<file path="src/rtl/time_keeper_rtc.sv">
// time_keeper_rtc: day/hour/minute/second time keeper with button time setting.
// Each button has a three-stage auto-repeat: initial delay, hold rate, then an
// accelerated rate. The hour is also presented as a 12-hour value with a PM flag.
// Optional feature macro TK_DECR_EN adds i_decr_n. While it is held low, each
// set-mode step decrements instead of incrementing.
module time_keeper_rtc #(
    parameter int unsigned g_clk_freq   = 20000,
    parameter int unsigned g_btn_init   = 20000,
    parameter int unsigned g_btn_hold   = 5000,
    parameter int unsigned g_btn_fast   = 1000,
    parameter int unsigned g_fast_after = 8
) (
    input  logic       i_clk,
    input  logic       i_reset,
    input  logic       i_set_time_n,
    input  logic       i_incr_day_n,
    input  logic       i_incr_hr_n,
    input  logic       i_incr_min_n,
`ifdef TK_DECR_EN
    input  logic       i_decr_n,
`endif
    output logic [6:0] o_day,
    output logic [4:0] o_hour,
    output logic [5:0] o_minute,
    output logic [5:0] o_second,
    output logic [3:0] o_hour_12,
    output logic       o_pm,
    output logic       o_sec_tick
);

    localparam int unsigned PW = (g_clk_freq > 1) ? $clog2(g_clk_freq) : 1;
    localparam logic [PW-1:0] PRESC_MAX = PW'(g_clk_freq - 1);

    localparam int unsigned MAX_A   = (g_btn_init > g_btn_hold) ? g_btn_init : g_btn_hold;
    localparam int unsigned MAX_CNT = (MAX_A > g_btn_fast) ? MAX_A : g_btn_fast;
    localparam int unsigned CW      = (MAX_CNT > 1) ? $clog2(MAX_CNT) : 1;
    localparam logic [CW-1:0] INIT_T = CW'(g_btn_init - 1);
    localparam logic [CW-1:0] HOLD_T = CW'(g_btn_hold - 1);
    localparam logic [CW-1:0] FAST_T = CW'(g_btn_fast - 1);

    localparam int unsigned RW = (g_fast_after > 1) ? $clog2(g_fast_after) : 1;
    localparam logic [RW-1:0] REP_T = RW'(g_fast_after - 1);

    // Button index: 0 = minute, 1 = hour, 2 = day
    typedef enum logic [1:0] {
        IDLE,
        FIRST,
        HOLD,
        FAST
    } rep_state_t;

    logic [2:0]    btn_s1, btn_s2;
    logic          set_s1, set_s2;
    logic          set_mode;
    logic          decr;

    rep_state_t    state_q [3];
    rep_state_t    state_d [3];
    logic [CW-1:0] cnt_q   [3];
    logic [CW-1:0] cnt_d   [3];
    logic [RW-1:0] rep_q   [3];
    logic [RW-1:0] rep_d   [3];
    logic [2:0]    step;

    logic [PW-1:0] presc;

    assign set_mode = ~set_s2;

    // Two-flop synchronisers for the mode switch and buttons (released = 1)
    always_ff @(posedge i_clk or posedge i_reset) begin
        if (i_reset) begin
            btn_s1 <= '1;
            btn_s2 <= '1;
            set_s1 <= 1'b1;
            set_s2 <= 1'b1;
        end else begin
            btn_s1 <= {i_incr_day_n, i_incr_hr_n, i_incr_min_n};
            btn_s2 <= btn_s1;
            set_s1 <= i_set_time_n;
            set_s2 <= set_s1;
        end
    end

`ifdef TK_DECR_EN
    logic decr_s1, decr_s2;

    // Two-flop synchroniser for the decrement modifier
    always_ff @(posedge i_clk or posedge i_reset) begin
        if (i_reset) begin
            decr_s1 <= 1'b1;
            decr_s2 <= 1'b1;
        end else begin
            decr_s1 <= i_decr_n;
            decr_s2 <= decr_s1;
        end
    end

    assign decr = ~decr_s2;
`else
    assign decr = 1'b0;
`endif

    // Repeat FSM state registers, one set per button
    always_ff @(posedge i_clk or posedge i_reset) begin
        if (i_reset) begin
            for (int unsigned i = 0; i < 3; i++) begin
                state_q[i] <= IDLE;
                cnt_q[i]   <= '0;
                rep_q[i]   <= '0;
            end
        end else begin
            for (int unsigned i = 0; i < 3; i++) begin
                state_q[i] <= state_d[i];
                cnt_q[i]   <= cnt_d[i];
                rep_q[i]   <= rep_d[i];
            end
        end
    end

    // Repeat FSM next state and step pulses; the IDLE state doubles as the
    // edge detector, so a held button entering IDLE counts as a fresh press
    always_comb begin
        step = '0;
        for (int unsigned i = 0; i < 3; i++) begin
            state_d[i] = state_q[i];
            cnt_d[i]   = cnt_q[i];
            rep_d[i]   = rep_q[i];
            if (!set_mode || btn_s2[i]) begin
                state_d[i] = IDLE;
                cnt_d[i]   = '0;
                rep_d[i]   = '0;
            end else begin
                unique case (state_q[i])
                    IDLE: begin
                        step[i]    = 1'b1;
                        state_d[i] = FIRST;
                        cnt_d[i]   = '0;
                    end
                    FIRST: begin
                        if (cnt_q[i] == INIT_T) begin
                            step[i]    = 1'b1;
                            state_d[i] = HOLD;
                            cnt_d[i]   = '0;
                            rep_d[i]   = '0;
                        end else begin
                            cnt_d[i] = cnt_q[i] + CW'(1);
                        end
                    end
                    HOLD: begin
                        if (cnt_q[i] == HOLD_T) begin
                            step[i]  = 1'b1;
                            cnt_d[i] = '0;
                            if (rep_q[i] == REP_T) begin
                                state_d[i] = FAST;
                                rep_d[i]   = '0;
                            end else begin
                                rep_d[i] = rep_q[i] + RW'(1);
                            end
                        end else begin
                            cnt_d[i] = cnt_q[i] + CW'(1);
                        end
                    end
                    FAST: begin
                        if (cnt_q[i] == FAST_T) begin
                            step[i]  = 1'b1;
                            cnt_d[i] = '0;
                        end else begin
                            cnt_d[i] = cnt_q[i] + CW'(1);
                        end
                    end
                    default: begin
                        state_d[i] = IDLE;
                    end
                endcase
            end
        end
    end

    // Time registers: set-mode steps without carry, run-mode counting with carry
    always_ff @(posedge i_clk or posedge i_reset) begin
        if (i_reset) begin
            presc      <= '0;
            o_sec_tick <= 1'b0;
            o_second   <= '0;
            o_minute   <= '0;
            o_hour     <= '0;
            o_day      <= 7'b0000001;
        end else begin
            o_sec_tick <= 1'b0;
            if (set_mode) begin
                presc    <= '0;
                o_second <= '0;
                if (step[0]) begin
                    if (decr) o_minute <= (o_minute == 6'd0)  ? 6'd59 : o_minute - 6'd1;
                    else      o_minute <= (o_minute == 6'd59) ? 6'd0  : o_minute + 6'd1;
                end
                if (step[1]) begin
                    if (decr) o_hour <= (o_hour == 5'd0)  ? 5'd23 : o_hour - 5'd1;
                    else      o_hour <= (o_hour == 5'd23) ? 5'd0  : o_hour + 5'd1;
                end
                if (step[2]) begin
                    if (decr) o_day <= {o_day[0], o_day[6:1]};
                    else      o_day <= {o_day[5:0], o_day[6]};
                end
            end else if (presc == PRESC_MAX) begin
                presc      <= '0;
                o_sec_tick <= 1'b1;
                if (o_second == 6'd59) begin
                    o_second <= '0;
                    if (o_minute == 6'd59) begin
                        o_minute <= '0;
                        if (o_hour == 5'd23) begin
                            o_hour <= '0;
                            o_day  <= {o_day[5:0], o_day[6]};
                        end else begin
                            o_hour <= o_hour + 5'd1;
                        end
                    end else begin
                        o_minute <= o_minute + 6'd1;
                    end
                end else begin
                    o_second <= o_second + 6'd1;
                end
            end else begin
                presc <= presc + PW'(1);
            end
        end
    end

    // 12-hour display view
    always_comb begin
        o_hour_12 = o_hour[3:0];
        if (o_hour == 5'd0) begin
            o_hour_12 = 4'd12;
        end else if (o_hour > 5'd12) begin
            o_hour_12 = 4'(o_hour - 5'd12);
        end
        o_pm = (o_hour >= 5'd12);
    end

endmodule

</file>
<file path="config.mk">
export PLATFORM = sky130hd
export DESIGN_NAME = time_keeper_rtc
export DESIGN_NICKNAME = d
export VERILOG_FILES = /design/src/rtl/time_keeper_rtc.sv
export SDC_FILE = /design/constraint.sdc
export NUM_CORES = 1
export LEC_CHECK = 0
export CORE_ASPECT_RATIO = 1.5
export CORE_MARGIN = 3
export CORE_UTILIZATION = 58
export CTS_CLUSTER_DIAMETER = 200
export DETAILED_ROUTE_END_ITERATION = 7
export DONT_BUFFER_PORTS = 1
export PLACE_DENSITY = 0.74
export SLEW_MARGIN = 5
export SYNTH_ARGS = -nofsm -noshare
export SYNTH_HDL_FRONTEND = slang
export SYNTH_SLANG_ARGS = --single-unit
</file>
<file path="constraint.sdc">
create_clock -name i_clk -period 3.6 [get_ports i_clk]
set_input_delay 0.54 -clock i_clk [delete_from_list [all_inputs] [get_ports i_clk]]
set_output_delay 0.54 -clock i_clk [all_outputs]
set_load 0.03 [all_outputs]
</file>
==> results.md <==
* Placed inst area at 0.00583 sq mm
* Area of all placed cells without fillers at slightly above 0.006 sq mm
* Via density per instance at ~6.0
* Most frequent cell after synthesis: dfrtp_1
* Mapped Cells at 583
* RSZ-0062 raised after global routing: no
* Hold violation count in the final report at 0
* Distinct cell type count after synthesis at 60
* GR Overflow Total at 0
* Static Leakage at 2.64 nW
* Final setup fails at 0
* Number of buffers inserted by port buffering at 0
* Number of hold-repair buffers added at the cts stage at 0
* # IOs at 36
* Max-slew violation total from the final report at 0
* Initial Utilization at between 60 and 70%
* Initial DRT Pass Iterations at 4
* Total Routed Length at 11000 um
* Cell type with the highest aggregate area in the netlist: dfrtp_1
* Register-to-Register Setup Slack at 720 ps
* Slew Limit Headroom at 47.2%
* Mapped Area at 0.00570 sq mm
* Post-cts sizing count at 0
* Clock-pin slew on the worst setup and hold paths at around 70 ps
* Most common library cells after synthesis: dfrtp_1 (99), nor2_1 (96), nand2_1 (46)
* Detailed placer's ending HPWL at slightly below 8000 um
* Insertion delay to the later sink of the worst-skew pair at 340 ps
* Met2 global-route usage at 37.8%
* Die X at approximately 87 um
* Flop and latch count out of synthesis at 108
* Met3 Use GR at under 10%
* Remaining routing DRC violations at 0
* Antenna Diode Count at 0
* CTS Root Buffer Type: clkbuf_16
* Final worst path period share at about four fifths
* Pwr per Cell Area at 472 mW/mm^2
* Min-delay worst type: input pin to asynchronous set/reset pin
* Seq/Total Area, Yosys at 47.6%
* Count of cells along the worst register-to-register path at 6
* Std-Cell Core Area at between 0.009 and 0.01 sq mm
* Post-Route Hold Slack at 151 ps
* Largest net degree at the start of global routing at between 50 and 60
* Final routed wire length divided by cell count at approximately 16 um
* First-pass GRT wire length at 19400 um
* Initial antenna violation count at 0
* Iter 0 DRT Violations at 180
* Core Rows at between 40 and 50
* Mean post-synth cell area at just under 10 sq um
* Maximum net fanout on the critical path at 16
* Maximum clock rate at about 350 MHz
* Ranking of synthesized cells by area: dfrtp_1 (43%), ha_1 (6.6%), nor2_1 (6.3%), xor2_1 (4.5%), dfstp_2 (4.1%)
* Y dimension of the die at between 100 and 150 um
* Critical path capture point type: register
* Final critical path time including I/O delays and setup at 2880 ps
* Number of H-tree levels at 3
* End of the worst register-to-register path: o_hour[2]
* CP startpoint kind: register
* Fraction of final layout cells with drive strength greater than 1 at around 10%
* Worst endpoint data arrival time at 3110 ps
* GR met1 Demand/Resource at 24.9%
* Synthesized netlist net count at 619
* Status: complete, no violations
* Post-synth top flop: dfrtp_1
* Die outline area at 0.0111 sq mm
* EDFF count, synth at 0
* Residual antenna-violating net count after detailed routing at 0
* R2r startpoint: presc[8]
* Setup TNS at 0 ps
* Clock tree skew after final layout at 6.23 ps
* Yosys warns at 0
* Req. time, crit path at 3830 ps
* Class of the most critical setup path: register to register
* Area fraction of the dominant cell type after synthesis at between 40% and 50%
* CTS Sinks at 108
* Asr flop ratio synth at between 90% and 100%
* Total via count in the routed design at approximately 4200
* Via count of the first global-routing pass at 4370
* Global-route usage over all layers at a little over a fifth
* Max Cap Violations at 0
* Clock tree from TritonCTS: done
* Highest ir drop seen on vdd at 0.000349 V
* Deepest clock path buffer count at 2
* GR peak layer: met2
* Worst slew pin tran at approximately 800 ps
* Number of nets in the layout at 622
* Clock buffer count from CTS at 9
* Area growth from synthesis to layout at 7.51%
* Post-CTS setup buffer count at 0
* Worst slack at placement at a little over 700 ps
* Setup WS post-layout at slightly above 700 ps
* Gpl congestion at 0.880
[report_power, final]
part / total (W) / internal [W] / switching, W
clock network: 0.000983 / 0.000562 / 0.000421
logic: 0.000444 / 0.000159 / 0.000285
registers: 0.00146 / 0.00128 / 0.000188
total: 0.00289 / 0.00200 / 0.000894
[worst max-delay path: stages, from the launching register on]
cell	delay, ps
dfrtp_1	410
or4_1	560
or4_1	790
and2_4	280
a211oi_4	310
nand2_2	120
mux2_4	300
[layout make-up]
| type | instances | area (sq um) |
|---|---|---|
| clock buffers | 13 | 250 |
| repair buffers | 6 | 45.0 |
| flip-flops and latches | 108 | 2710 |
| inverters | 24 | 92.6 |
| multi-input cells | 437 | 2840 |
| fillers | 743 | 3290 |
| clock inverters | 3 | 47.5 |
| well taps | 112 | 140 |
[metrics by stage]
stage	std cells	power (W)	util, %
after floorplan	583	0.00184	-
after global placement	687	0.00191	61.9
after detailed placement	687	0.00193	61.9
after CTS	703	0.00292	65.1
after global routing	703	0.00303	65.1
final	703	0.00289	65.1
[worst max path at each step]
stage / to / start / depth (start not counted)
2_1_floorplan: cnt_q[0] / i_reset / 1
3_3_place_gp: o_hour[2] / presc[8] / 6
3_5_place_dp: o_hour[2] / presc[8] / 6
4_1_cts: o_hour[2] / presc[8] / 6
5_1_grt: o_hour[2] / presc[8] / 6
6_report: o_hour[2] / presc[8] / 6
[state kept, by name, summed over array words and instances, names as in the netlist]
name,cells
cnt_q,45
presc,15
rep_q,9
o_day,7
o_minute,6
o_second,6
state_q,6
o_hour,5
btn_s1,3
btn_s2,3
o_sec_tick,1
set_s1,1
set_s2,1
[kinds of logic (layout without fill, tap and decap cells)]
kind of cell / after synthesis / count (layout) / synth area share, %
AO/OA/AOI/OAI: 76 / 76 / 9.00
XOR/XNOR: 47 / 47 / 7.22
adder cells (fa/ha/maj): 30 / 30 / 6.59
buffers and inverters: 38 / 46 / 2.70
flip-flops: 108 / 108 / 47.6
multiplexers: 18 / 18 / 3.53
AND/OR/NAND/NOR: 266 / 266 / 23.3
[metal layers]
layer	part of all wire, %	wire length, um	vias to the layer above
met5	0	0	-
met4	2.3	250	0
met3	2.7	302	14
met2	53	5890	73
met1	41	4570	2108
li1	-	-	2039
[layout by cell type (no fill, tap or decap), types with 5 or more instances in the layout]
| cell type | n |
|---|---|
| xor2_1 | 29 |
| dfrtp_1 | 99 |
| mux2_2 | 13 |
| nor3_1 | 7 |
| or4_1 | 7 |
| nor3b_1 | 5 |
| a21oi_1 | 18 |
| nand4_1 | 12 |
| or2_2 | 5 |
| nor2_1 | 96 |
| buf_4 | 6 |
| a31oi_1 | 9 |
| nand2_1 | 46 |
| o21ai_0 | 16 |
| nand2b_1 | 6 |
| nor4_1 | 5 |
| xnor2_1 | 18 |
| and3_1 | 12 |
| inv_1 | 22 |
| nand3_1 | 30 |
| clkbuf_16 | 9 |
| or3_1 | 6 |
| dfstp_2 | 9 |
| ha_1 | 30 |
No activity file was read; power rests on OpenSTA's default activity.
